## src/rtl/slave_responder_if.sv

```systemverilog
// Request/acknowledge bus between the interconnect (master) and one slave.
interface slave_responder_if;
  logic        req;
  logic        cmd;
  logic [31:0] addr;
  logic [31:0] wdata;
  logic        ack;
  logic [31:0] rdata;
  logic        busy;

  modport master (
    output req, cmd, addr, wdata,
    input  ack, rdata, busy
  );

  modport slave (
    input  req, cmd, addr, wdata,
    output ack, rdata, busy
  );
endinterface

```

## src/rtl/slave_responder.sv

```systemverilog
// Slave end of the request/ack bus: captures one request at a time, acks it
// after ACK_DELAY idle cycles, writes into a local word memory and returns
// read data one cycle after the ack. rdata is zero outside the data cycle so
// the interconnect can OR several slaves together.
//
// state  | meaning
// IDLE   | waiting for req; captures cmd/index/wdata when it arrives
// WAIT   | counting down ACK_DELAY cycles
// ACK    | ack high for one cycle; writes commit at the end of this cycle
// DATA   | read data driven on rdata for one cycle
module slave_responder #(
  parameter int MEM_AW    = 4,
  parameter int ACK_DELAY = 2
) (
  input  logic             clk,
  input  logic             rst,
  slave_responder_if.slave bus
);

  localparam int          DEPTH = 2 ** MEM_AW;
  localparam logic [3:0]  DLY   = 4'(ACK_DELAY);

  typedef enum logic [1:0] {S_IDLE, S_WAIT, S_ACK, S_DATA} state_t;

  state_t              state_q, state_d;
  logic [3:0]          cnt_q, cnt_d;
  logic                cmd_q, cmd_d;
  logic [MEM_AW-1:0]   idx_q, idx_d;
  logic [31:0]         wdata_q, wdata_d;
  logic                ack_q, ack_d;
  logic [31:0]         rdata_q, rdata_d;
  logic                busy_q, busy_d;
  logic [31:0]         mem_q [DEPTH];
  logic [31:0]         mem_d [DEPTH];

  // Address bits outside the word index are deliberately ignored (aliasing).
  logic unused_addr_bits;
  assign unused_addr_bits = ^{bus.addr[31:MEM_AW+2], bus.addr[1:0]};

  // Next-state, capture, memory write and registered output decode.
  always_comb begin
    state_d = state_q;
    cnt_d   = cnt_q;
    cmd_d   = cmd_q;
    idx_d   = idx_q;
    wdata_d = wdata_q;
    mem_d   = mem_q;

    case (state_q)
      S_IDLE: begin
        if (bus.req) begin
          cmd_d   = bus.cmd;
          idx_d   = bus.addr[MEM_AW+1:2];
          wdata_d = bus.wdata;
          cnt_d   = DLY;
          state_d = (DLY != 4'd0) ? S_WAIT : S_ACK;
        end
      end
      S_WAIT: begin
        cnt_d = cnt_q - 4'd1;
        if (cnt_q == 4'd1) state_d = S_ACK;
      end
      S_ACK: begin
        if (cmd_q) begin
          mem_d[idx_q] = wdata_q;
          state_d      = S_IDLE;
        end else begin
          state_d = S_DATA;
        end
      end
      S_DATA: state_d = S_IDLE;
      default: state_d = S_IDLE;
    endcase

    ack_d   = (state_d == S_ACK);
    busy_d  = (state_d != S_IDLE);
    rdata_d = (state_d == S_DATA) ? mem_q[idx_q] : 32'h0;
  end

  // State, capture registers, outputs and memory; reset abandons any transaction.
  always_ff @(posedge clk or posedge rst) begin
    if (rst) begin
      state_q <= S_IDLE;
      cnt_q   <= 4'd0;
      cmd_q   <= 1'b0;
      idx_q   <= '0;
      wdata_q <= 32'h0;
      ack_q   <= 1'b0;
      rdata_q <= 32'h0;
      busy_q  <= 1'b0;
      mem_q   <= '{default: 32'h0};
    end else begin
      state_q <= state_d;
      cnt_q   <= cnt_d;
      cmd_q   <= cmd_d;
      idx_q   <= idx_d;
      wdata_q <= wdata_d;
      ack_q   <= ack_d;
      rdata_q <= rdata_d;
      busy_q  <= busy_d;
      mem_q   <= mem_d;
    end
  end

  assign bus.ack   = ack_q;
  assign bus.rdata = rdata_q;
  assign bus.busy  = busy_q;

endmodule

```

## src/flat_wrapper.sv

```systemverilog
// flat-port wrapper written by rule: the top's interface ports become plain ports
module slave_responder_flat 
#(
  parameter int MEM_AW    = 4,
  parameter int ACK_DELAY = 2
)
  (clk, rst, bus_req, bus_cmd, bus_addr, bus_wdata, bus_ack, bus_rdata, bus_busy);
  slave_responder_if bus_i ();
  input  logic clk;
  input  logic rst;
  input wire logic [$bits(bus_i.req)-1:0] bus_req;
  input wire logic [$bits(bus_i.cmd)-1:0] bus_cmd;
  input wire logic [$bits(bus_i.addr)-1:0] bus_addr;
  input wire logic [$bits(bus_i.wdata)-1:0] bus_wdata;
  output wire logic [$bits(bus_i.ack)-1:0] bus_ack;
  output wire logic [$bits(bus_i.rdata)-1:0] bus_rdata;
  output wire logic [$bits(bus_i.busy)-1:0] bus_busy;
  assign bus_i.req = bus_req;
  assign bus_i.cmd = bus_cmd;
  assign bus_i.addr = bus_addr;
  assign bus_i.wdata = bus_wdata;
  assign bus_ack = bus_i.ack;
  assign bus_rdata = bus_i.rdata;
  assign bus_busy = bus_i.busy;
  slave_responder #(.MEM_AW(MEM_AW), .ACK_DELAY(ACK_DELAY)) u_core (.clk(clk), .rst(rst), .bus(bus_i));
endmodule
```

## config.mk

```make
export PLATFORM = sky130hd
export DESIGN_NAME = slave_responder_flat
export DESIGN_NICKNAME = d
export VERILOG_FILES = /design/src/rtl/slave_responder_if.sv /design/src/rtl/slave_responder.sv /design/src/flat_wrapper.sv
export SDC_FILE = /design/constraint.sdc
export NUM_CORES = 1
export LEC_CHECK = 0
export ABC_AREA = 1
export BUFFER_PORTS_ARGS = -buffer_cell sky130_fd_sc_hd__buf_4
export CAP_MARGIN = 20
export CORE_AREA = 3 3 300 302
export DETAILED_ROUTE_END_ITERATION = 7
export DIE_AREA = 0 0 303 305
export GPL_ROUTABILITY_DRIVEN = 0
export PLACE_DENSITY = 0.43
export SLEW_MARGIN = 20
export SYNTH_ARGS = -nofsm -noshare
export SYNTH_HDL_FRONTEND = slang
export SYNTH_SLANG_ARGS = --single-unit
```

## constraint.sdc

```tcl
create_clock -name clk -period 23.6 [get_ports clk]
set_input_delay 1.18 -clock clk [delete_from_list [all_inputs] [get_ports clk]]
set_output_delay 1.18 -clock clk [all_outputs]
set_load 0.03 [all_outputs]
```

==> results of run 1 <==
kinds of logic after synthesis:
| kind of cell | Yosys count | share of synthesized area [%] |
|---|---|---|
| compound gates | 738 | 14.4 |
| flops | 589 | 56.2 |
| simple gates | 1472 | 22.6 |
| buf+inv | 430 | 6.60 |
| mux | 2 | 0.0811 |
| fa+ha+maj | 2 | 0.0954 |
critical path, delay by kind of cell, from the launching register on:
family / cells / cell delay, ns
and+or+nand+nor: 2 / 1.08
DFF: 1 / 0.91
buffers and inverters: 2 / 1.03
AOI/OAI and AO/OA: 1 / 0.47
metrics by stage:
stage	hold WS (ns)	util [%]	instances
after floorplan	0.446	-	3233
after global placement	0.460	31.2	4264
after detailed placement	0.467	31.2	4264
after CTS	0.480	34.1	4396
after global routing	0.498	34.1	4397
final	0.472	34.1	4397
cells in the final DEF, fill, tap and decap left out, types with 2 or more instances in the layout:
master and count:
sky130_fd_sc_hd__inv_6 2, sky130_fd_sc_hd__ha_1 2, sky130_fd_sc_hd__buf_12 2, sky130_fd_sc_hd__o21ai_1 109, sky130_fd_sc_hd__nor2_4 4, sky130_fd_sc_hd__inv_4 2, sky130_fd_sc_hd__inv_2 5, sky130_fd_sc_hd__nand4_1 31
sky130_fd_sc_hd__bufinv_16 2, sky130_fd_sc_hd__nand3_1 35, sky130_fd_sc_hd__o21ai_0 529, sky130_fd_sc_hd__a21oi_1 69, sky130_fd_sc_hd__nor2_1 415, sky130_fd_sc_hd__nand3_4 16, sky130_fd_sc_hd__clkbuf_16 79, sky130_fd_sc_hd__clkbuf_8 23
sky130_fd_sc_hd__clkinv_2 6, sky130_fd_sc_hd__nand2_1 966, sky130_fd_sc_hd__o21bai_1 31, sky130_fd_sc_hd__clkbuf_1 19, sky130_fd_sc_hd__inv_1 192, sky130_fd_sc_hd__nor2_8 3, sky130_fd_sc_hd__dfrtp_1 587, sky130_fd_sc_hd__buf_4 94
sky130_fd_sc_hd__dfrtp_4 2
report_power, final:
group	switching [mW]	total, mW	internal, mW	leakage, nW
combinational	0.817	1.15	0.336	4.66
clock	0.439	1.14	0.703	1.22
sequential	0.0996	1.28	1.18	8.07
total	1.36	3.58	2.22	14.0
cell usage after synthesis:
master / n / area (sq um)
sky130_fd_sc_hd__clkbuf_1: 153 / 574
sky130_fd_sc_hd__ha_1: 2 / 25.0
sky130_fd_sc_hd__mux2i_1: 1 / 10.0
sky130_fd_sc_hd__nor2_4: 4 / 45.0
sky130_fd_sc_hd__inv_2: 6 / 22.5
sky130_fd_sc_hd__o21ai_1: 109 / 546
sky130_fd_sc_hd__nor2_8: 3 / 60.1
sky130_fd_sc_hd__nand4_1: 31 / 194
sky130_fd_sc_hd__nor3_1: 1 / 5.00
sky130_fd_sc_hd__buf_6: 1 / 11.3
sky130_fd_sc_hd__nand3_2: 2 / 20.0
sky130_fd_sc_hd__nor2_1: 415 / 1560
sky130_fd_sc_hd__buf_2: 61 / 305
sky130_fd_sc_hd__nand3_4: 14 / 245
sky130_fd_sc_hd__mux2_2: 1 / 11.3
sky130_fd_sc_hd__nand3_1: 36 / 180
sky130_fd_sc_hd__inv_1: 194 / 728
sky130_fd_sc_hd__a21oi_1: 69 / 345
sky130_fd_sc_hd__o21bai_1: 31 / 233
sky130_fd_sc_hd__inv_4: 1 / 6.26
sky130_fd_sc_hd__nand2_1: 966 / 3630
sky130_fd_sc_hd__buf_4: 8 / 60.1
sky130_fd_sc_hd__buf_1: 6 / 22.5
sky130_fd_sc_hd__dfrtp_1: 589 / 14700
sky130_fd_sc_hd__o21ai_0: 529 / 2650
worst max path at each step:
| stage | slack (ns) | end | start |
|---|---|---|---|
| floorplan | 5.94 | u_core.bus.ack$_DFF_PP0_ | rst |
| global placement | 19.09 | u_core.idx_q[1]$_DFFE_PP0P_ | rst |
| detailed placement | 19.10 | u_core.idx_q[1]$_DFFE_PP0P_ | rst |
| CTS | 19.76 | u_core.mem_q[456]$_DFFE_PP0P_ | u_core.idx_q[0]$_DFFE_PP0P_ |
| global route | 19.43 | u_core.idx_q[1]$_DFFE_PP0P_ | rst |
| finish | 19.89 | u_core.mem_q[458]$_DFFE_PP0P_ | u_core.idx_q[0]$_DFFE_PP0P_ |
per-layer routing:
metal | GRT usage, % | part of all wire (%) | vias up
li1 | - | - | 10100
met1 | 25.3 | 50 | 9770
met2 | 27.2 | 45 | 296
met3 | 2.04 | 3.4 | 84
met4 | 4.17 | 1.6 | 0
met5 | 0 | 0 | -
area by class of cell:
| type | count | area (sq um) | share of cell area, % |
|---|---|---|---|
| Clock buffer | 121 | 2360 | 7.89 |
| Clock inverter | 11 | 115 | 0.384 |
| Inverter | 201 | 772 | 2.58 |
| Multi-Input combinational cell | 2214 | 9780 | 32.6 |
| Sequential cell | 589 | 14700 | 49.2 |
| Tap cell | 1165 | 1460 | 4.86 |
| Timing Repair Buffer | 96 | 746 | 2.49 |
flip-flops by register name, summed over array words and instances, names as in the netlist:
name and count:
u_core.idx_q 4, u_core.mem_q 512, u_core.cnt_q 4, u_core.bus.rdata 32, u_core.wdata_q 32, u_core.cmd_q 1, u_core.bus.busy 1, u_core.bus.ack 1
u_core.state_q 2
==> impl_metrics.yaml, run 1 <==
cells_and_area:
  post_route_cells_drive_above_1_share_pct: 7.61
  nets: 3246
  final_design_area_no_fill_sq_mm: 0.0300
  num_antenna_cells: 0
  area_growth_syn_to_layout_pct: 14.3
  number_of_filler_instances_in_the_final_layout: 9410
grt:
  grt.overflow.total: 0
  maximum_number_of_pins_on_one_net_before_global_route_repair: 145
  vias_in_the_first_global_route: 19600
  grt_pass1_wl_microns: 123000
  antenna_found_initial: 0
  track_usage_pct: 17.3
sta:
  max_freq_mhz: 270
  finalHoldViolations: 0
  slew_headroom_pct: 29.7
  layout_min_cycle_time_ns: 3.71
  rsz0062_at_grt: "false"
  setup_ws_final_ns: 19.89
  transition_time_at_the_pin_with_the_least_slew_margin_ns: 1.05
  timing.setup.tns_ns: 0
  final.period_utilization_pct: 15.7
  finalSetupViolCount: 0
  slew_viol_final: 0
  fin_skew_ns: 0.0238
placement:
  dp_hpwl_microns: 39200
  dpl_cell_area_sq_mm: 0.0275
  place_worst_setup_slack_ns: 19.10
  portBuffers: 73
setup_path:
  endpoint_kind: "register"
  worst-endpoint-required_ns: 24.08
  r2r_setup_slack_ns: 19.89
  timing.critical_path.arrival_ns: 4.19
  timing.rr.end: "u_core.mem_q[458]$_DFFE_PP0P_"
  r2r_cells: 5
  crit_path_max_fanout: 87
  critical_path.startpoint_type: "register"
  critical-path-slowest-cell: "sky130_fd_sc_hd__dfrtp_4"
  path_cells: "inv_6 -> nor2_4 -> buf_4 -> nand3_4 -> o21ai_0"
  critical_path.max_stage_delay_ns: 0.91
  worstSetupPathType: "register to register"
  worstReg2RegStart: "u_core.idx_q[0]$_DFFE_PP0P_"
drt:
  route.detailed.wl_per_inst_microns: 17.8
  first_iter_violations: 1377
  vias: 20300
  dr.pass1.iters: 5
  number_of_antenna_violating_nets_in_the_routed_design: 0
  viasPerCell: 4.61
  postRouteWirelength_microns: 78300
  post-route-drc-count: 0
hold_path:
  worst_min_delay_path_startpoint: "u_core.cnt_q[3]$_DFFE_PP0P_"
  whs_endpoint: "u_core.cnt_q[3]$_DFFE_PP0P_"
  worstHoldPathType: "register to register"
  hold-path-cell-count: 1
synth:
  yosysSeqAreaShare_pct: 56.2
  number_of_distinct_standard_cells_referenced_by_the_synthesized_netlist: 25
  ys_ff_latch: 589
  syn-num-nets: 3303
  yosys_warns: 0
  post_synth.cell_area_avg_sq_um: 8.11
  synth_cells: 3233
  netlist_area_sq_mm: 0.0262
floorplan:
  ioPinCount: 102
  die_area_sq_mm: 0.0924
  core-area_sq_mm: 0.0880
  rows: 109
  die_height_microns: 305
  chipWidth_microns: 303
  start_util_pct: 29.8
cts:
  cts_hold_buffers: 0
  worst_setup_hold_path_clk_slew_ns: 0.06
  cts_made_buffers: 74
  clock_latency_reported_for_the_late_side_of_the_worst_skew_pair_ns: 0.61
  clock_sinks: 589
  cts.repair.resized: 0
  cts_htree_levels: 3
  cts_post_setup_buffers_inserted: 0
  cts_root_buf: "sky130_fd_sc_hd__clkbuf_16"
  cts_tree: "built"
  bufs_on_longest_clock_path: 3
power:
  leakage_nw: 14.0
  total_power_mw: 3.58
  power.ir.vdd_worst_uv: 64.2
  cellPowerDensity_mw_per_mm2: 119
run:
  timing.max_cap.violations: 0
run_status:
  run_status: "complete, no violations"
(Power assumes the default switching activity.)
==> inputs of run 2 (changes only) <==
Settings changed: PLACE_DENSITY 0.43 to 0.45.
Clock period 23.6 ns to 3.3 ns, I/O delays scaled along.
==> run 2 against run 1 <==
Sequential power grew to 7.1 times the previous value. Critical path depth unchanged. Sequential cell count stayed put. Combinational power increased to 7.5 times the previous value. Critical endpoint is now u_core.mem_q[315]$_DFFE_PP0P_.
==> impl_metrics.yaml, run 2 (synthesis gave the netlist of run 1 again) <==
cts:
  clock_latency_reported_for_the_late_side_of_the_worst_skew_pair_ns: 0.60
  bufs_on_longest_clock_path: 3
  worst_setup_hold_path_clk_slew_ns: 0.06
  cts_post_setup_buffers_inserted: 0
  cts_root_buf: "sky130_fd_sc_hd__clkbuf_16"
  cts_made_buffers: 71
  cts_htree_levels: 3
  cts_tree: "built"
  clock_sinks: 589
sta:
  max_freq_mhz: 372
  layout_min_cycle_time_ns: 2.68
  rsz0062_at_grt: "false"
  slew_headroom_pct: 45.7
  transition_time_at_the_pin_with_the_least_slew_margin_ns: 0.813
  fin_skew_ns: 0.0226
  fin_hold_ws_ns: 0.298
  slew_viol_final: 0
  final.period_utilization_pct: 81.4
  finalSetupViolCount: 0
  finalHoldViolations: 0
drt:
  vias: 20700
  post-route-drc-count: 0
  route.detailed.wl_per_inst_microns: 17.9
  number_of_antenna_violating_nets_in_the_routed_design: 0
  postRouteWirelength_microns: 79900
  dr.pass1.iters: 5
  viasPerCell: 4.64
  first_iter_violations: 1510
cells_and_area:
  regMostFlops: "u_core.mem_q"
  highest_count_cells_in_the_layout_ignoring_fill_and_taps: "sky130_fd_sc_hd__nand2_1, sky130_fd_sc_hd__dfrtp_1, sky130_fd_sc_hd__o21ai_0"
  number_of_filler_instances_in_the_final_layout: 9268
  num_antenna_cells: 0
  nets: 3318
  post_route_cells_drive_above_1_share_pct: 8.45
  final_design_area_no_fill_sq_mm: 0.0307
  final_non_filler_cells: 4465
  area_growth_syn_to_layout_pct: 17.2
  leading_cell_type_in_the_layout_fill_and_taps_excluded: "sky130_fd_sc_hd__nand2_1"
  largest_reg_flops: 512
  seq_area_sq_mm: 0.0147
  area_used_by_multi_input_combinational_logic_sq_mm: 0.00978
run:
  timing.max_cap.violations: 0
setup_path:
  crit_path_max_fanout: 64
  endpoint_kind: "register"
  critical_path.startpoint_type: "register"
  worst-endpoint-required_ns: 3.78
  worstSetupPathType: "register to register"
  timing.critical_path.arrival_ns: 3.16
floorplan:
  rows: 109
  ioPinCount: 102
  start_util_pct: 29.8
  die_area_sq_mm: 0.0924
  chipWidth_microns: 303
  core-area_sq_mm: 0.0880
  die_height_microns: 305
power:
  power.ir.vdd_worst_uv: 609
  leakage_nw: 14.3
  cellPowerDensity_mw_per_mm2: 839
placement:
  dp_hpwl_microns: 45200
  dpl_cell_area_sq_mm: 0.0279
  portBuffers: 73
  numPlacedInstances: 4302
grt:
  grt_pass1_wl_microns: 127000
  vias_in_the_first_global_route: 20800
  track_usage_pct: 17.6
  maximum_number_of_pins_on_one_net_before_global_route_repair: 130
  antenna_found_initial: 0
  grt.overflow.total: 0
run_status:
  run_status: "complete, no violations"
hold_path:
  worstHoldPathType: "input pin to async pin"
==> run 2: repair_timing <==
action                                 in CTS  in global routing
hold buffers                               38                  0
gates resized for setup                     0                  0
endpoints found under the hold margin      39                  0
==> run 2: power breakdown <==
group / switching, mW / internal (mW)
clock network: 3.11 / 4.91
logic: 6.10 / 2.52
registers: 0.700 / 8.44
==> run 2: metrics by stage <==
stage          setup slack [ns]  TNS (ns)  total power, mW  util, %
2_1_floorplan             -4.89  -2882.78             15.2        -
3_3_place_gp              0.621         0             18.0     31.8
3_5_place_dp              0.574         0             18.0     31.8
4_1_cts                   0.541         0             26.2     34.9
5_1_grt                   0.364         0             27.8     34.9
6_report                  0.615         0             25.8     34.9
==> run 2: path summary, 6_finish.rpt <==
path                                         startpoint                             end  slack, ns  cells past startpoint
min                                                 rst    u_core.mem_q[54]$_DFFE_PP0P_       0.30                      3
min in group clk                          bus_wdata[23]  u_core.wdata_q[23]$_DFFE_PP0P_       0.36                      4
max reg2reg                 u_core.idx_q[1]$_DFFE_PP0P_   u_core.mem_q[315]$_DFFE_PP0P_       0.62                      5
max in group asynchronous                           rst     u_core.idx_q[1]$_DFFE_PP0P_       1.93                      4
min reg2reg                u_core.mem_q[51]$_DFFE_PP0P_    u_core.mem_q[51]$_DFFE_PP0P_       0.48                      2
max                         u_core.idx_q[1]$_DFFE_PP0P_   u_core.mem_q[315]$_DFFE_PP0P_       0.62                      5
==> run 2: cell type report <==
type / count / area share (%)
Sequential cell: 589 / 48.0
Clock inverter: 14 / 0.599
Clock buffer: 111 / 7.20
Timing Repair Buffer: 171 / 5.14
Inverter: 201 / 2.50
Multi-Input combinational cell: 2214 / 31.8
Tap cell: 1165 / 4.74
==> run 2: layer usage <==
metal / up-vias / wire [microns] / GRT usage [%]
met3: 90 / 2860 / 2.07
met2: 319 / 36700 / 28.7
met4: 0 / 1340 / 4.19
met1: 10000 / 39000 / 25.0
li1: 10300 / - / -
met5: - / 0 / 0
==> run 2: critical path, cell delays in order (launching register included) <==
cell,delay (ns)
sky130_fd_sc_hd__dfrtp_4,0.69
sky130_fd_sc_hd__inv_4,0.10
sky130_fd_sc_hd__nor2_8,0.32
sky130_fd_sc_hd__buf_4,0.39
sky130_fd_sc_hd__nand3_4,0.64
sky130_fd_sc_hd__o21ai_0,0.42
